**src/rtl/serial_adder_ctrl.sv**
```systemverilog
// rtl/serial_adder_ctrl.sv - bit-serial WIDTH-bit adder controller around a 1-bit full_adder cell
// Optional OVF output enabled by defining SERIAL_ADD_OVF_EN.

module full_adder (
   input  logic [1:0] A,
   input  logic       C_in,
   output logic       S,
   output logic       C_out
);
   assign S     = A[1] ^ A[0] ^ C_in;
   assign C_out = (A[1] & A[0]) | (C_in & (A[1] ^ A[0]));
endmodule

module serial_adder_ctrl #(
   parameter int WIDTH = 8
) (
   input  logic             clk,
   input  logic             rst_n,
   input  logic             start,
   input  logic [WIDTH-1:0] A,
   input  logic [WIDTH-1:0] B,
   input  logic             C_in,
   output logic             busy,
   output logic             done,
   output logic [WIDTH-1:0] S,
   output logic             C_out
`ifdef SERIAL_ADD_OVF_EN
   ,
   output logic             OVF
`endif
);
   localparam int CW = $clog2(WIDTH + 1);

   localparam logic [1:0] IDLE = 2'd0;
   localparam logic [1:0] RUN  = 2'd1;
   localparam logic [1:0] DONE = 2'd2;

   logic [1:0]       state;
   logic [WIDTH-1:0] a_sh;
   logic [WIDTH-1:0] b_sh;
   logic [WIDTH-1:0] sum_sh;
   logic             carry_q;
   logic [CW-1:0]    cnt;
   logic             fa_s;
   logic             fa_c;
   logic             last_bit;
   logic [WIDTH-1:0] sum_next;

   full_adder u_fa (
      .A     ({a_sh[0], b_sh[0]}),
      .C_in  (carry_q),
      .S     (fa_s),
      .C_out (fa_c)
   );

   assign last_bit = (cnt == CW'(WIDTH - 1));
   assign sum_next = {fa_s, sum_sh[WIDTH-1:1]};
   assign busy     = (state == RUN);
   assign done     = (state == DONE);

   always_ff @(posedge clk or negedge rst_n) begin
      if (!rst_n) begin
         state   <= IDLE;
         a_sh    <= '0;
         b_sh    <= '0;
         sum_sh  <= '0;
         carry_q <= 1'b0;
         cnt     <= '0;
         S       <= '0;
         C_out   <= 1'b0;
`ifdef SERIAL_ADD_OVF_EN
         OVF     <= 1'b0;
`endif
      end else begin
         case (state)
            IDLE: begin
               if (start) begin
                  a_sh    <= A;
                  b_sh    <= B;
                  carry_q <= C_in;
                  cnt     <= '0;
                  state   <= RUN;
               end
            end
            RUN: begin
               a_sh    <= a_sh >> 1;
               b_sh    <= b_sh >> 1;
               sum_sh  <= sum_next;
               carry_q <= fa_c;
               if (last_bit) begin
                  // Outputs only ever see the completed sum.
                  state <= DONE;
                  S     <= sum_next;
                  C_out <= fa_c;
`ifdef SERIAL_ADD_OVF_EN
                  OVF   <= carry_q ^ fa_c;
`endif
               end else begin
                  cnt <= cnt + 1'b1;
               end
            end
            DONE:    state <= IDLE;
            default: state <= IDLE;
         endcase
      end
   end
endmodule

```
**config.mk**
```make
export PLATFORM = sky130hd
export DESIGN_NAME = serial_adder_ctrl
export DESIGN_NICKNAME = d
export VERILOG_FILES = /design/src/rtl/serial_adder_ctrl.sv
export SDC_FILE = /design/constraint.sdc
export NUM_CORES = 1
export LEC_CHECK = 0
export BUFFER_PORTS_ARGS = -buffer_cell sky130_fd_sc_hd__buf_2
export CAP_MARGIN = 20
export CORE_MARGIN = 2
export CORE_UTILIZATION = 31
export CTS_CLUSTER_DIAMETER = 30
export DETAILED_ROUTE_END_ITERATION = 10
export GPL_ROUTABILITY_DRIVEN = 0
export MAX_ROUTING_LAYER = met4
export SLEW_MARGIN = 30
export SYNTH_ARGS = -nofsm -noshare
export SYNTH_HDL_FRONTEND = slang
export SYNTH_SLANG_ARGS = --single-unit
export TNS_END_PERCENT = 20
```
**constraint.sdc**
```tcl
create_clock -name clk -period 1.5 [get_ports clk]
set_input_delay 0.3 -clock clk [delete_from_list [all_inputs] [get_ports clk]]
set_output_delay 0.3 -clock clk [all_outputs]
set_load 0.01 [all_outputs]
```
-- Yosys cells after proc, flatten, opt, wreduce, memory -nomap -nowiden
Index checks and enable logic that the tools add are counted.
- flip-flop bits (word level): 40
- logic and storage cells: 38
- output and inout bits: 11
- input port bits: 20
- eq/ne operators: 6
- reductions and logical operators: 6
- muxes and demuxes: 12
- add/sub/neg operators: 1
- bitwise logic cells: 5
- operator list (operator ; number):
    one-hot mux 8 bit (2 select lines) ; 2
    two-way mux 8 bit ; 2
    two-way mux 4 bit ; 2
    one-hot mux 4 bit (2 select lines) ; 1
    AND reduction 2 bit ; 3
    adder 4 x 1 -> 4 bit, second input constant ; 1
    equality test 4 x 3 -> 1 bit, second input constant ; 1
    two-way mux 2 bit ; 2
    inequality test 2 bit, second input constant ; 2
    one-hot mux 2 bit (2 select lines) ; 1
    AND reduction 3 bit ; 1
    bitwise AND 1 bit ; 2
    equality test 2 x 1 -> 1 bit, second input constant ; 1
    equality test 2 bit, second input constant ; 1
    logical NOT 2 bit ; 1
    inequality test 2 x 1 -> 1 bit, second input constant ; 1
    one-hot mux 1 bit (2 select lines) ; 1
    nonzero test 2 bit ; 1
    XOR 1 bit ; 2
    two-way mux 1 bit ; 1
    bitwise OR 1 bit ; 1

-- Logic depth before layout (Yosys ltp)
- depth in word-level cells: 4
- mapped depth: 6
- gate-level depth less buffers: 4

-- Cells and area by module
A second synthesis with hierarchy kept.
- cells, all modules: 153
- area total of the unflattened synthesis: 1715.4 um^2
- modules (own cells, without submodules) (module ; cells each ; instances ; area an instance (um^2) ; sequential area each (um^2)):
    serial_adder_ctrl ; 152 ; 1 ; 1695.4 ; 975.9
    full_adder ; 1 ; 1 ; 20.0 ; 0.0

-- Worst setup path before layout
Ideal clock, no wire load.
- kind: reg2reg
- start point: reg cnt[0]
- end point: reg C_out
- required time: 1375 ps
- slack: 113 ps
- library setup time: 125 ps
- clock period less this slack: 1387 ps
- buffers on the path: 0
- arrival time: 1263 ps
- cell stages (with the launch flop): 5
- cell sequence: dfrtp_1 > ha_1 > nand3b_1 > nor2_4 > mux2_2
- longest elaborated chain between the ends: 2
- RTL lines (element ; RTL line ; RTL):
    start: declaration ; 43 ; logic [CW-1:0] cnt;
    start signal: assignment ; 99 ; cnt <= cnt + 1'b1;
    equality test 4 x 3 -> 1 bit ; 56 ; assign last_bit = (cnt == CW'(WIDTH - 1));
    AND reduction 2 bit (no source line) ; n/a ;
    end signal: assignment ; 70 ; C_out <= 1'b0;
    end signal: assignment ; 94 ; C_out <= fa_c;
    end: declaration ; 26 ; output logic C_out
No other way between the ends.
A chain may end at the register's enable or synchronous reset.

-- Final worst setup path
- start point: reg state[1]
- end point: out done
- longest elaborated chain between the ends: 1
- RTL lines (element ; RTL line ; RTL):
    start: declaration ; 38 ; logic [1:0] state;
    start signal: assignment ; 63 ; state <= IDLE;
    start signal: assignment ; 82 ; state <= RUN;
    start signal: assignment ; 92 ; state <= DONE;
    equality test 2 bit ; 59 ; assign done = (state == DONE);
    end: declaration ; 24 ; output logic done,
No other way between the ends.

==> impl_metrics.tcl <==
set metrics [dict create \
    gr-total-overflow 0 \
    final_area_um2 2170 \
    switchingPower_uw 1570 \
    ys_ff_latch 39 \
    die-area_um2 6250 \
    synth-seq-area-share_pct 55.9 \
    power.share.combinational_pct 42.9 \
    io_buffers 30 \
    synth_area_um2 1750 \
    clock_skew_ps 1.80 \
    setup_viol 0 \
    fp-row-count 27 \
    area_growth_pct 24.4 \
    dr.pass1.iters 3 \
    fp.coreArea_um2 5470 \
    fillers 553 \
    clk_pin_slew_worst_paths_ps 70 \
    slew_viol_final 0 \
    vias 1222 \
    wl_um 3270 \
    synth.distinct_cells 28 \
    max_stage_delay_ps 400 \
    grt_usage_pct 12.6 \
    io_pins 31 \
    pwr-share-seq_pct 41.4 \
    ys.warnings.count 0 \
    crit_path_end_kind "primary output" \
    grt_pass1_vias 1298 \
    clk-insertion-delay-late_ps 290 \
    hold_path.class "primary input to flop" \
    cts_root_buf "clkbuf_8" \
    reg2reg_from "cnt[0]" \
    syn_inst 157 \
    worstPathArrival_ps 1130 \
    cap_violations 0 \
    synth_fp_nets 179 \
    p_int_uw 2770 \
    path_cells "buf_4 -> nor2b_2 -> buf_2" \
    grt_pass1_wl_um 5950 \
    cts_buffer_depth 2 \
    drive_above_1_share_pct 34.0 \
    cp_slowest_cell "dfrtp_1" \
    start_util_pct 31.9 \
    p_total_uw 4340 \
    power_density_nw_per_um2 2000 \
    drtIter0Drc 70 \
    crit_path_start_kind "flop" \
    rsz0062_at_grt "no" \
    final_nets 224 \
    ir_drop_v 0.000656 \
    grt_max_degree 40 \
    startpoint "state[1]" \
    routed_via_density 4.44 \
    status "finished clean" \
    drtAntennaViolNets 0 \
    cp.buffers_inverters 2 \
    fp.dieW_um 79.1 \
    tightest_slew_ps 306 \
    antenna_found_initial 0 \
    slew_headroom_pct 79.6 \
    p_leak_uw 0.00109 \
    tns_ps 0 \
    worstHoldStart "A[2]" \
    path_class "flop to primary output" \
    num_antenna_cells 0 \
    wl_per_cell_um 11.9 \
    clkPwrFrac_pct 15.7 \
    final.min_clock_period_ps 1430 \
    switching_share_pct 36.1 \
    cts_buffers 5 \
    drc 0 \
    clkSinkCount 39 \
    postSynthAreaPerCell_um2 11.1 \
    finalCritPeriodShare_pct 95.4 \
    die_h_um 79.1 \
    cp_data_required_time_ps 1200 \
    finalHoldViolCount 0 \
    placed_cell_area_um2 2020 \
    dp_hpwl_um 2290 \
    cts_tree "yes" \
    cp_top_family "flip-flops" \
    critPathMaxFanout 7 \
    htree_levels 2 \
    timing.fmax_ghz 0.699 \
]
## worst min-delay path, delay by kind of cell
family	cells	cell delay [ps]
AOI/OAI and AO/OA	1	130
buffers and inverters	1	70
muxes	1	50
## power groups by stage
stage | logic (uW) | clock network (uW) | registers, uW
2_1_floorplan | 1240 | 0 | 1820
3_3_place_gp | 1730 | 0 | 1820
3_5_place_dp | 1760 | 0 | 1820
4_1_cts | 1840 | 713 | 1800
5_1_grt | 2120 | 767 | 1870
6_report | 1860 | 682 | 1800
## registers in the layout (all words and copies together), names as in the netlist
signal   flops
C_out        1
S            8
a_sh         8
b_sh         8
carry_q      1
cnt          4
state        2
sum_sh       7
## worst paths after layout
kind	end	slack, ps	cells past startpoint
worst max-delay path	done	70	3
worst min-delay path	a_sh[2]	290	3
worst max register to register	cnt[0]	80	5
worst min register to register	a_sh[1]	480	2
max in group asynchronous	state[0]	790	3
min in group asynchronous	a_sh[5]	500	3
## cells by family after synthesis
| logic type | after synthesis | synth area share, % |
|---|---|---|
| and+or+nand+nor | 57 | 15.1 |
| DFF | 39 | 55.9 |
| AOI/OAI and AO/OA | 26 | 8.74 |
| muxes | 24 | 14.4 |
| buffers and inverters | 9 | 4.01 |
| adders and majority gates | 2 | 1.86 |
## synthesized netlist by cell type
| library cell | n | area, um^2 |
|---|---|---|
| nand2_1 | 42 | 158 |
| dfrtp_1 | 39 | 976 |
| o21ai_0 | 17 | 85.1 |
| mux2i_1 | 15 | 150 |
| mux2_2 | 9 | 101 |
| nor2b_1 | 6 | 37.5 |
| a21oi_1 | 4 | 20.0 |
| nand3_1 | 3 | 15.0 |
| buf_2 | 2 | 10.0 |
| buf_6 | 2 | 22.5 |
| a2bb2oi_1 | 1 | 8.76 |
| and3b_1 | 1 | 8.76 |
| buf_4 | 1 | 7.51 |
| buf_8 | 1 | 15.0 |
| clkbuf_2 | 1 | 5.00 |
| fa_1 | 1 | 20.0 |
| ha_1 | 1 | 12.5 |
| inv_1 | 1 | 3.75 |
| inv_4 | 1 | 6.26 |
| nand2b_4 | 1 | 13.8 |
| nand3b_1 | 1 | 7.51 |
| nand4_1 | 1 | 6.26 |
| nor2_4 | 1 | 11.3 |
| o21bai_2 | 1 | 11.3 |
| o221a_2 | 1 | 11.3 |
| o31ai_1 | 1 | 7.51 |
| o32ai_1 | 1 | 8.76 |
| or3_1 | 1 | 6.26 |
## layer usage
layer	global-route usage, %	wire length [um]	part of all wire, %
met4	5.17	59	1.8
met5	-	0	0
met1	15.4	1550	47
met3	3.41	133	4.1
met2	20.1	1520	47
## cells in the final DEF, fill, tap and decap left out, types with 2 or more instances in the layout
cell and instances:
o21ai_0 17, dfrtp_1 38, buf_12 2, clkbuf_8 5, clkinv_2 3, a21oi_1 4, nand3_1 3, buf_2 30
buf_4 10, nand2_1 42, nor2b_1 5, mux2_2 9, buf_6 2, mux2i_1 15
## area by class of cell
class | count | area [um^2] | share of cell area [%]
multi-input combinational | 109 | 704 | 32.4
tap | 72 | 90.1 | 4.15
clock inverter | 3 | 15.0 | 0.691
inverter | 2 | 20.0 | 0.921
timing repair buffer | 45 | 298 | 13.7
clock buffer | 5 | 68.8 | 3.17
sequential | 39 | 977 | 45.0
## through the flow
step / hold slack, ps / cells / worst slack, ps / util [%]
2_1_floorplan: 4.41 / 157 / 113 / -
3_3_place_gp: 288 / 263 / 101 / 36.9
3_5_place_dp: 283 / 263 / 31.1 / 36.9
4_1_cts: 286 / 274 / 2.65 / 39.1
5_1_grt: 300 / 275 / 4.80 / 39.7
6_report: 293 / 275 / 69.2 / 39.7
## what timing repair did
item / in CTS / in global routing
pin swaps: 0 / 2
hold endpoints to repair: 39 / 0
endpoints found under the setup margin: 2 / 12
resized for setup: 4 / 4
setup buffers: 2 / 1
hold buffers: 1 / 0
(Power assumes the default switching activity.)
